`src/rtl/lsu_pkg.sv`:
```
// Shared definitions for the LSU data port: funct3 codes, FSM states and access checks.
// Misalignment checking is only used when LSU_MISALIGN_TRAP_EN is defined.
package lsu_pkg;

  localparam logic [2:0] F3_B  = 3'b000;
  localparam logic [2:0] F3_H  = 3'b001;
  localparam logic [2:0] F3_W  = 3'b010;
  localparam logic [2:0] F3_BU = 3'b100;
  localparam logic [2:0] F3_HU = 3'b101;

  typedef enum logic [1:0] {
    ST_IDLE   = 2'd0,
    ST_ACCESS = 2'd1,
    ST_RESP   = 2'd2
  } lsu_state_e;

  // Stores only have signed-width codes; unsigned variants exist for loads only.
  function automatic logic lsu_funct3_legal(input logic is_store, input logic [2:0] funct3);
    logic sized;
    sized = (funct3 == F3_B) || (funct3 == F3_H) || (funct3 == F3_W);
    if (is_store) return sized;
    return sized || (funct3 == F3_BU) || (funct3 == F3_HU);
  endfunction

  function automatic logic lsu_misaligned(input logic [2:0] funct3, input logic [1:0] addr_lo);
    case (funct3)
      F3_H, F3_HU: return addr_lo[0];
      F3_W:        return addr_lo != 2'b00;
      default:     return 1'b0;
    endcase
  endfunction

endpackage

```
`src/rtl/lsu_store_format.sv`:
```
// Store formatting: byte enables and zero-masked write data derived from funct3.
module lsu_store_format
  import lsu_pkg::*;
(
  input  logic [2:0]  funct3,
  input  logic [31:0] wdata,
  output logic [3:0]  mem_be,
  output logic [31:0] mem_wdata
);

  always_comb begin
    mem_be    = 4'b0000;
    mem_wdata = 32'h0;
    case (funct3)
      F3_B: begin
        mem_be    = 4'b0001;
        mem_wdata = {24'h0, wdata[7:0]};
      end
      F3_H: begin
        mem_be    = 4'b0011;
        mem_wdata = {16'h0, wdata[15:0]};
      end
      F3_W: begin
        mem_be    = 4'b1111;
        mem_wdata = wdata;
      end
      default: ;
    endcase
  end

endmodule

```
`src/rtl/lsu_data_port.sv`:
```
// Load/store initiator for the unified memory data port: IDLE -> ACCESS -> RESP, one request at a time.
// Optional LSU_MISALIGN_TRAP_EN turns misaligned halfword/word accesses into errors.
module lsu_data_port #(
  parameter int ADDR_WIDTH = 32,
  parameter int DATA_WIDTH = 32,
  parameter int CNT_WIDTH  = 32
) (
  input  logic                  clk,
  input  logic                  rst_n,
  input  logic                  req_valid,
  output logic                  req_ready,
  input  logic                  req_is_store,
  input  logic [2:0]            req_funct3,
  input  logic [ADDR_WIDTH-1:0] req_addr,
  input  logic [DATA_WIDTH-1:0] req_wdata,
  output logic                  resp_valid,
  input  logic                  resp_ready,
  output logic [DATA_WIDTH-1:0] resp_rdata,
  output logic                  resp_err,
  output logic [ADDR_WIDTH-1:0] mem_addr,
  output logic [DATA_WIDTH-1:0] mem_wdata,
  output logic                  mem_we,
  output logic [3:0]            mem_be,
  output logic                  mem_re,
  output logic [2:0]            mem_load_type,
  input  logic [DATA_WIDTH-1:0] mem_rdata,
  output logic [CNT_WIDTH-1:0]  load_count,
  output logic [CNT_WIDTH-1:0]  store_count
);

  import lsu_pkg::*;

  localparam logic [CNT_WIDTH-1:0] CNT_ONE = {{(CNT_WIDTH-1){1'b0}}, 1'b1};

  lsu_state_e            state_q, state_d;
  logic                  is_store_q;
  logic [2:0]            funct3_q;
  logic [ADDR_WIDTH-1:0] addr_q;
  logic [DATA_WIDTH-1:0] wdata_q;
  logic                  req_ok;
  logic [3:0]            fmt_be;
  logic [DATA_WIDTH-1:0] fmt_wdata;

  lsu_store_format u_store_format (
    .funct3    (funct3_q),
    .wdata     (wdata_q),
    .mem_be    (fmt_be),
    .mem_wdata (fmt_wdata)
  );

  always_comb begin
    req_ok = lsu_funct3_legal(req_is_store, req_funct3);
`ifdef LSU_MISALIGN_TRAP_EN
    if (lsu_misaligned(req_funct3, req_addr[1:0])) req_ok = 1'b0;
`endif
  end

  always_ff @(posedge clk or negedge rst_n) begin
    if (!rst_n) state_q <= ST_IDLE;
    else        state_q <= state_d;
  end

  // Memory strobes decode purely from state, so an async reset kills them at once.
  always_comb begin
    state_d       = state_q;
    req_ready     = 1'b0;
    resp_valid    = 1'b0;
    mem_addr      = '0;
    mem_wdata     = '0;
    mem_we        = 1'b0;
    mem_be        = 4'b0000;
    mem_re        = 1'b0;
    mem_load_type = 3'b000;
    case (state_q)
      ST_IDLE: begin
        req_ready = 1'b1;
        if (req_valid) state_d = req_ok ? ST_ACCESS : ST_RESP;
      end
      ST_ACCESS: begin
        mem_addr = addr_q;
        if (is_store_q) begin
          mem_we    = 1'b1;
          mem_be    = fmt_be;
          mem_wdata = fmt_wdata;
        end else begin
          mem_re        = 1'b1;
          mem_load_type = funct3_q;
        end
        state_d = ST_RESP;
      end
      ST_RESP: begin
        resp_valid = 1'b1;
        if (resp_ready) state_d = ST_IDLE;
      end
      default: state_d = ST_IDLE;
    endcase
  end

  always_ff @(posedge clk or negedge rst_n) begin
    if (!rst_n) begin
      is_store_q  <= 1'b0;
      funct3_q    <= 3'b000;
      addr_q      <= '0;
      wdata_q     <= '0;
      resp_rdata  <= '0;
      resp_err    <= 1'b0;
      load_count  <= '0;
      store_count <= '0;
    end else begin
      case (state_q)
        ST_IDLE: begin
          if (req_valid) begin
            is_store_q <= req_is_store;
            funct3_q   <= req_funct3;
            addr_q     <= req_addr;
            wdata_q    <= req_wdata;
            resp_err   <= !req_ok;
            resp_rdata <= '0;
          end
        end
        ST_ACCESS: begin
          resp_err <= 1'b0;
          if (is_store_q) begin
            resp_rdata  <= '0;
            store_count <= store_count + CNT_ONE;
          end else begin
            resp_rdata <= mem_rdata;
            load_count <= load_count + CNT_ONE;
          end
        end
        default: ;
      endcase
    end
  end

endmodule

```
`config.mk`:
```
export PLATFORM = sky130hd
export DESIGN_NAME = lsu_data_port
export DESIGN_NICKNAME = d
export VERILOG_FILES = /design/src/rtl/lsu_pkg.sv /design/src/rtl/lsu_store_format.sv /design/src/rtl/lsu_data_port.sv
export SDC_FILE = /design/constraint.sdc
export NUM_CORES = 1
export LEC_CHECK = 0
export CORE_ASPECT_RATIO = 0.8
export CORE_MARGIN = 4
export CORE_UTILIZATION = 40
export DETAILED_ROUTE_END_ITERATION = 8
export PLACE_DENSITY = 0.83
export SYNTH_ARGS = -nofsm -noshare
export SYNTH_HDL_FRONTEND = slang
export SYNTH_SLANG_ARGS = --single-unit
```
`constraint.sdc`:
```
create_clock -name clk -period 2.6 [get_ports clk]
set_input_delay 0.78 -clock clk [delete_from_list [all_inputs] [get_ports clk]]
set_output_delay 0.78 -clock clk [all_outputs]
set_load 0.005 [all_outputs]
```
### Word-level counts from Yosys, hierarchy flattened

Cells that the tools add are included.

| word-level totals | value |
|---|---|
| bits in latches | 0 |
| memory bits (writable) | 0 |
| output and inout bits | 172 |
| input bits | 104 |
| register bits after elaboration | 167 |
| logic and storage cells | 63 |
| bits in read-only memories | 0 |
| memories kept | 0 |

| cells by class | value |
|---|---|
| order comparisons | 0 |
| div/mod/pow operators | 0 |
| bitwise gates (word level) | 1 |
| multiply operators | 0 |
| multiplexer cells | 27 |
| reduce and logical (&&, ||, !) cells | 14 |
| add/subtract/negate cells | 2 |
| shift operators | 0 |
| eq/ne operators | 10 |

Operators by type and width:

| kind | number |
|---|---|
| two-way mux 32 bit | 5 |
| case mux 32 bit (3 select lines) | 1 |
| adder 32 x 1 -> 32 bit, second input constant | 2 |
| case mux 32 bit (2 select lines) | 1 |
| case mux 4 bit (3 select lines) | 1 |
| two-way mux 1 bit | 10 |
| AND reduction 2 bit | 5 |
| two-way mux 4 bit | 2 |
| == test 3 x 1 -> 1 bit, second input constant | 2 |
| == test 3 x 2 -> 1 bit, second input constant | 2 |
| == test 3 bit, second input constant | 2 |
| logical NOT 3 bit | 2 |
| two-way mux 2 bit | 3 |
| two-way mux 3 bit | 2 |
| case mux 2 bit (3 select lines) | 1 |
| logical OR 1 bit | 4 |
| != test 2 bit, second input constant | 2 |
| == test 2 x 1 -> 1 bit, second input constant | 1 |
| == test 2 bit, second input constant | 1 |
| logical NOT 2 bit | 1 |
| case mux 1 bit (2 select lines) | 1 |
| nonzero test 2 bit | 1 |
| logical NOT 1 bit | 1 |
| inverter 1 bit | 1 |

### Logic depth before layout (Yosys ltp)

| depth | value |
|---|---|
| depth after elaboration | 9 |
| gate-level depth with buffers | 7 |
| mapped depth without buffers | 7 |

### By module

A second synthesis with hierarchy kept.

| second synthesis, totals | value |
|---|---|
| cells, all modules | 602 |
| area total of the unflattened synthesis | 7448.4 um^2 |

By module, submodules not included:

| module | instances | area each (um^2) | cells each |
|---|---|---|---|
| lsu_data_port | 1 | 7180.6 | 563 |
| lsu_store_format | 1 | 267.8 | 39 |

### Worst setup path before layout

No wires, ideal clock.

| path | value |
|---|---|
| path kind | reg-to-output |
| from | register state_q[1] |
| to | output port mem_wdata[22] |
| data required time | 1.820 ns |
| path buffers | 1 |
| slack | 0.245 ns |
| arrival | 1.575 ns |
| cell stages (with the launch flop) | 6 |
| cell sequence | dfrtp_1 and2b_1 nand2_2 nor4b_2 clkbuf_1 and2_1 |

| on the way | value |
|---|---|
| word-level cells in the longest chain between the ends | 2 |

Ends and longest elaborated chain:

| what | line | text |
|---|---|---|
| from (decl) | lsu_data_port.sv:35 | `lsu_state_e state_q, state_d;` |
| from (signal assigned) | lsu_data_port.sv:60 | `else state_q <= state_d;` |
| == test 2 x 1 -> 1 bit | lsu_data_port.sv:74 | `case (state_q)` |
| two-way mux 32 bit | lsu_data_port.sv:74 |  |
| to (decl) | lsu_data_port.sv:21 | `output logic [DATA_WIDTH-1:0] mem_wdata,` |

No other way between the ends.

### Final worst setup path

| path | value |
|---|---|
| from | register state_q[1] |
| to | output port mem_wdata[10] |

The elaborated chain is that of the path after synthesis.

==> impl_results.md <==
- CTS tree: yes
- Placed Instance Area: 10200 µm²
- Async set-reset flop share out of synthesis: 100%
- Worst path slowest cell: dfrtp_1
- Worst-margin pin slew: about 0.69 ns
- Synth Instances: 550
- Syn_nets: 656
- Total GRT Usage: about a fifth
- Num CTS Buffers: 17
- Final WS setup: -0.124 ns
- ANT cells: 0
- DRT Wirelength: just under 20 mm
- Drt drc: 0
- Port bufs: around 280
- Post-synth EDFFs: 0
- Final Setup Violations: 29
- WS Path Type: reg -> out
- Failing checks: setup timing
- Layout area overhead: 59.2%
- Critical Path Sink Type: output pin
- CP required: ~1.8 ns
- Setup WS pre-CTS: -0.0922 ns
- Synth top area cells: dfrtp_1 59%, mux2_2 11%, and2_1 6.6%
- WP data arrival: approximately 1.9 ns
- Commonest cells post-synth: 167 x dfrtp_1, 74 x and2_1, 70 x mux2_2
- MaxCap Viol Count: 0
- Rel. slew slack: a little over half
- Area of the die: around 20000 µm²
- Ys flop type: dfrtp_1
- Startpoint Class: register
- Power per cell area: between 700 and 800 nW/µm²
- Die Span X: roughly 160 µm
- Initial antenna violation count: 0
- Vias per inst: between 4 and 5
- Slowest stage delay, CP: ~0.37 ns
- Post-synthesis cell area: 7060 µm²
- Unrepaired setup endpoints after global routing: true
- Sequential cell area fraction in the yosys report: roughly three fifths
- Final GP Congestion: just under 0.8
- Syn. warnings: 0
- Wire per inst: between 15 and 20 µm
- DR vias: 5469
- Slew Viols, Final: 0
- Placement Rows: 43
- H-tree depth: 4
- #FFs+latches synth: between 150 and 200
- Period minus WS final: about 2.7 ns
- Synth area leader: dfrtp_1
- Pin count of the biggest net entering global routing: 50
- Avg Inst Size Synth: approximately 13 µm²
- Status: finished with violations
- Initial drt markers: approximately 220
- Crit Path Max Fanout: 4
- Clk root buf: clkbuf_16
- Worst-skew pair later-pin latency: ~0.42 ns
- Final instance area: ~11000 µm²
- R2R setup slack: approximately 0.5 ns
- Cells after DPL: about 1100
- Layout fillers: roughly 1300
- Worst IR Drop VDD: between 400 and 500 µV
- Post-synth top area share: between 50% and 60%
- Tcrit/Tclk final: 105%
- Initial Utilization: 40.7%
- Cell Chain, Critical Path: and2b_2, nand2_4, a211oi_4, buf_6, o21a_4, buf_6, and2_4, buf_6
- DRT Pass-1 Iters: 4
- Final nets: 965
- Lkg Pwr: 5.46 nW
- Max Buffers Root-to-Sink: 2
- Vias in the first global route: ~5800
- Clock Skews: 0.00890 ns
- Top-count cell post-synth: dfrtp_1
- Core footprint: about 17000 µm²
- Non-Filler Instances: about 1100
- Most common cell type on the critical path: buf_6
- Hold/Removal Path Class: in -> async
- Proportion of layout cells with a drive suffix above 1: approximately 26%
- Die height: 127 µm
- Area of the multi-input gates: 2920 µm²
- Num ports: between 200 and 300
- Clock transition at path regs: 0.06 ns
- Total area of sequential cells: roughly 4200 µm²
- Final-report hold violation count: 0
- Final ANT Viol Nets: 0
- Wire length of the first global-routing pass: about 31 mm
- GR Overflow Total: 0
- Fmax: between 0.3 and 0.4 GHz
- HPWL Detailed: ~14 mm
- Synth unique cells: 37
- Clk sinks: 167
registers in the layout (all words and copies together), names as in the netlist:
signal       cells
is_store_q       1
addr_q          32
funct3_q         3
wdata_q         32
store_count     32
resp_err         1
load_count      32
state_q          2
resp_rdata      32
power by group:
group          internal, W  total, W  leakage (nW)  switching [W]
clock network      0.00168   0.00274         0.302        0.00106
registers          0.00332   0.00376          2.16       0.000432
logic              0.00143   0.00224          3.00       0.000809
routing by layer:
layer | global-route usage, % | routed length (µm) | vias to the layer above
li1 | - | - | 2544
met1 | 24.1 | 7940 | 2699
met2 | 31.8 | 9510 | 199
met3 | 8.22 | 1720 | 27
met4 | 5.46 | 312 | 0
met5 | 0 | 0 | -
critical path, delay by kind of cell, from the launching register on:
| family | cells | cell delay, ns |
|---|---|---|
| simple gates | 3 | 0.49 |
| flops | 1 | 0.37 |
| buf+inv | 3 | 0.36 |
| compound gates | 2 | 0.32 |
cell type report:
| cell class | instances | area share, % |
|---|---|---|
| sequential | 167 | 37.2 |
| clock buffer | 20 | 4.06 |
| tap | 225 | 2.51 |
| clock inverter | 12 | 1.67 |
| timing repair buffer | 310 | 28.5 |
| inverter | 3 | 0.122 |
| multi-input combinational | 360 | 26.0 |
per-stage QoR:
stage          TNS, ns  utilization (%)  hold slack [ns]  power (W)
6_report         -2.14             64.9            0.307    0.00874
5_1_grt          -5.24             64.9            0.320    0.00921
4_1_cts          -9.53             63.9            0.303    0.00883
3_5_place_dp    -0.646             59.0            0.480    0.00596
3_3_place_gp   -0.0897             59.0            0.460    0.00590
2_1_floorplan        0                -            0.468    0.00475
cells by family after synthesis:
logic type,after synthesis,synth area share (%)
DFF,167,59.2
xor gates and xnor gates,62,7.70
muxes,70,11.2
AOI/OAI and AO/OA,39,4.73
buffers and inverters,24,1.44
adders and majority gates,2,0.355
and+or+nand+nor,186,15.4
what timing repair did:
action	4_1_cts	5_1_grt
hold buffers	0	0
buffers inserted	12	2
resized for setup	216	66
gates cloned	5	0
endpoints found under the setup margin	73	72
pin swaps	31	6
placed cells by master (no fill, tap or decap), types with 20 or more instances in the layout:
cell type,n
mux2_2,70
xnor2_1,42
and2_1,43
a22o_1,33
buf_6,42
nand2_1,27
and2_4,30
xor2_1,20
dfrtp_1,167
clkdlybuf4s50_1,201
dlymetal6s2s_1,32
worst paths after layout:
kind | startpoint | end | cells after the start
worst max register to register | state_q[1] | store_count[28] | 9
worst min-delay path | rst_n | wdata_q[23] | 1
min in group clk | store_count[31] | store_count[31] | 1
worst max-delay path | state_q[1] | mem_wdata[10] | 8
max in group asynchronous | rst_n | state_q[0] | 2
worst min register to register | store_count[31] | store_count[31] | 1
No activity file was read; power rests on OpenSTA's default activity.
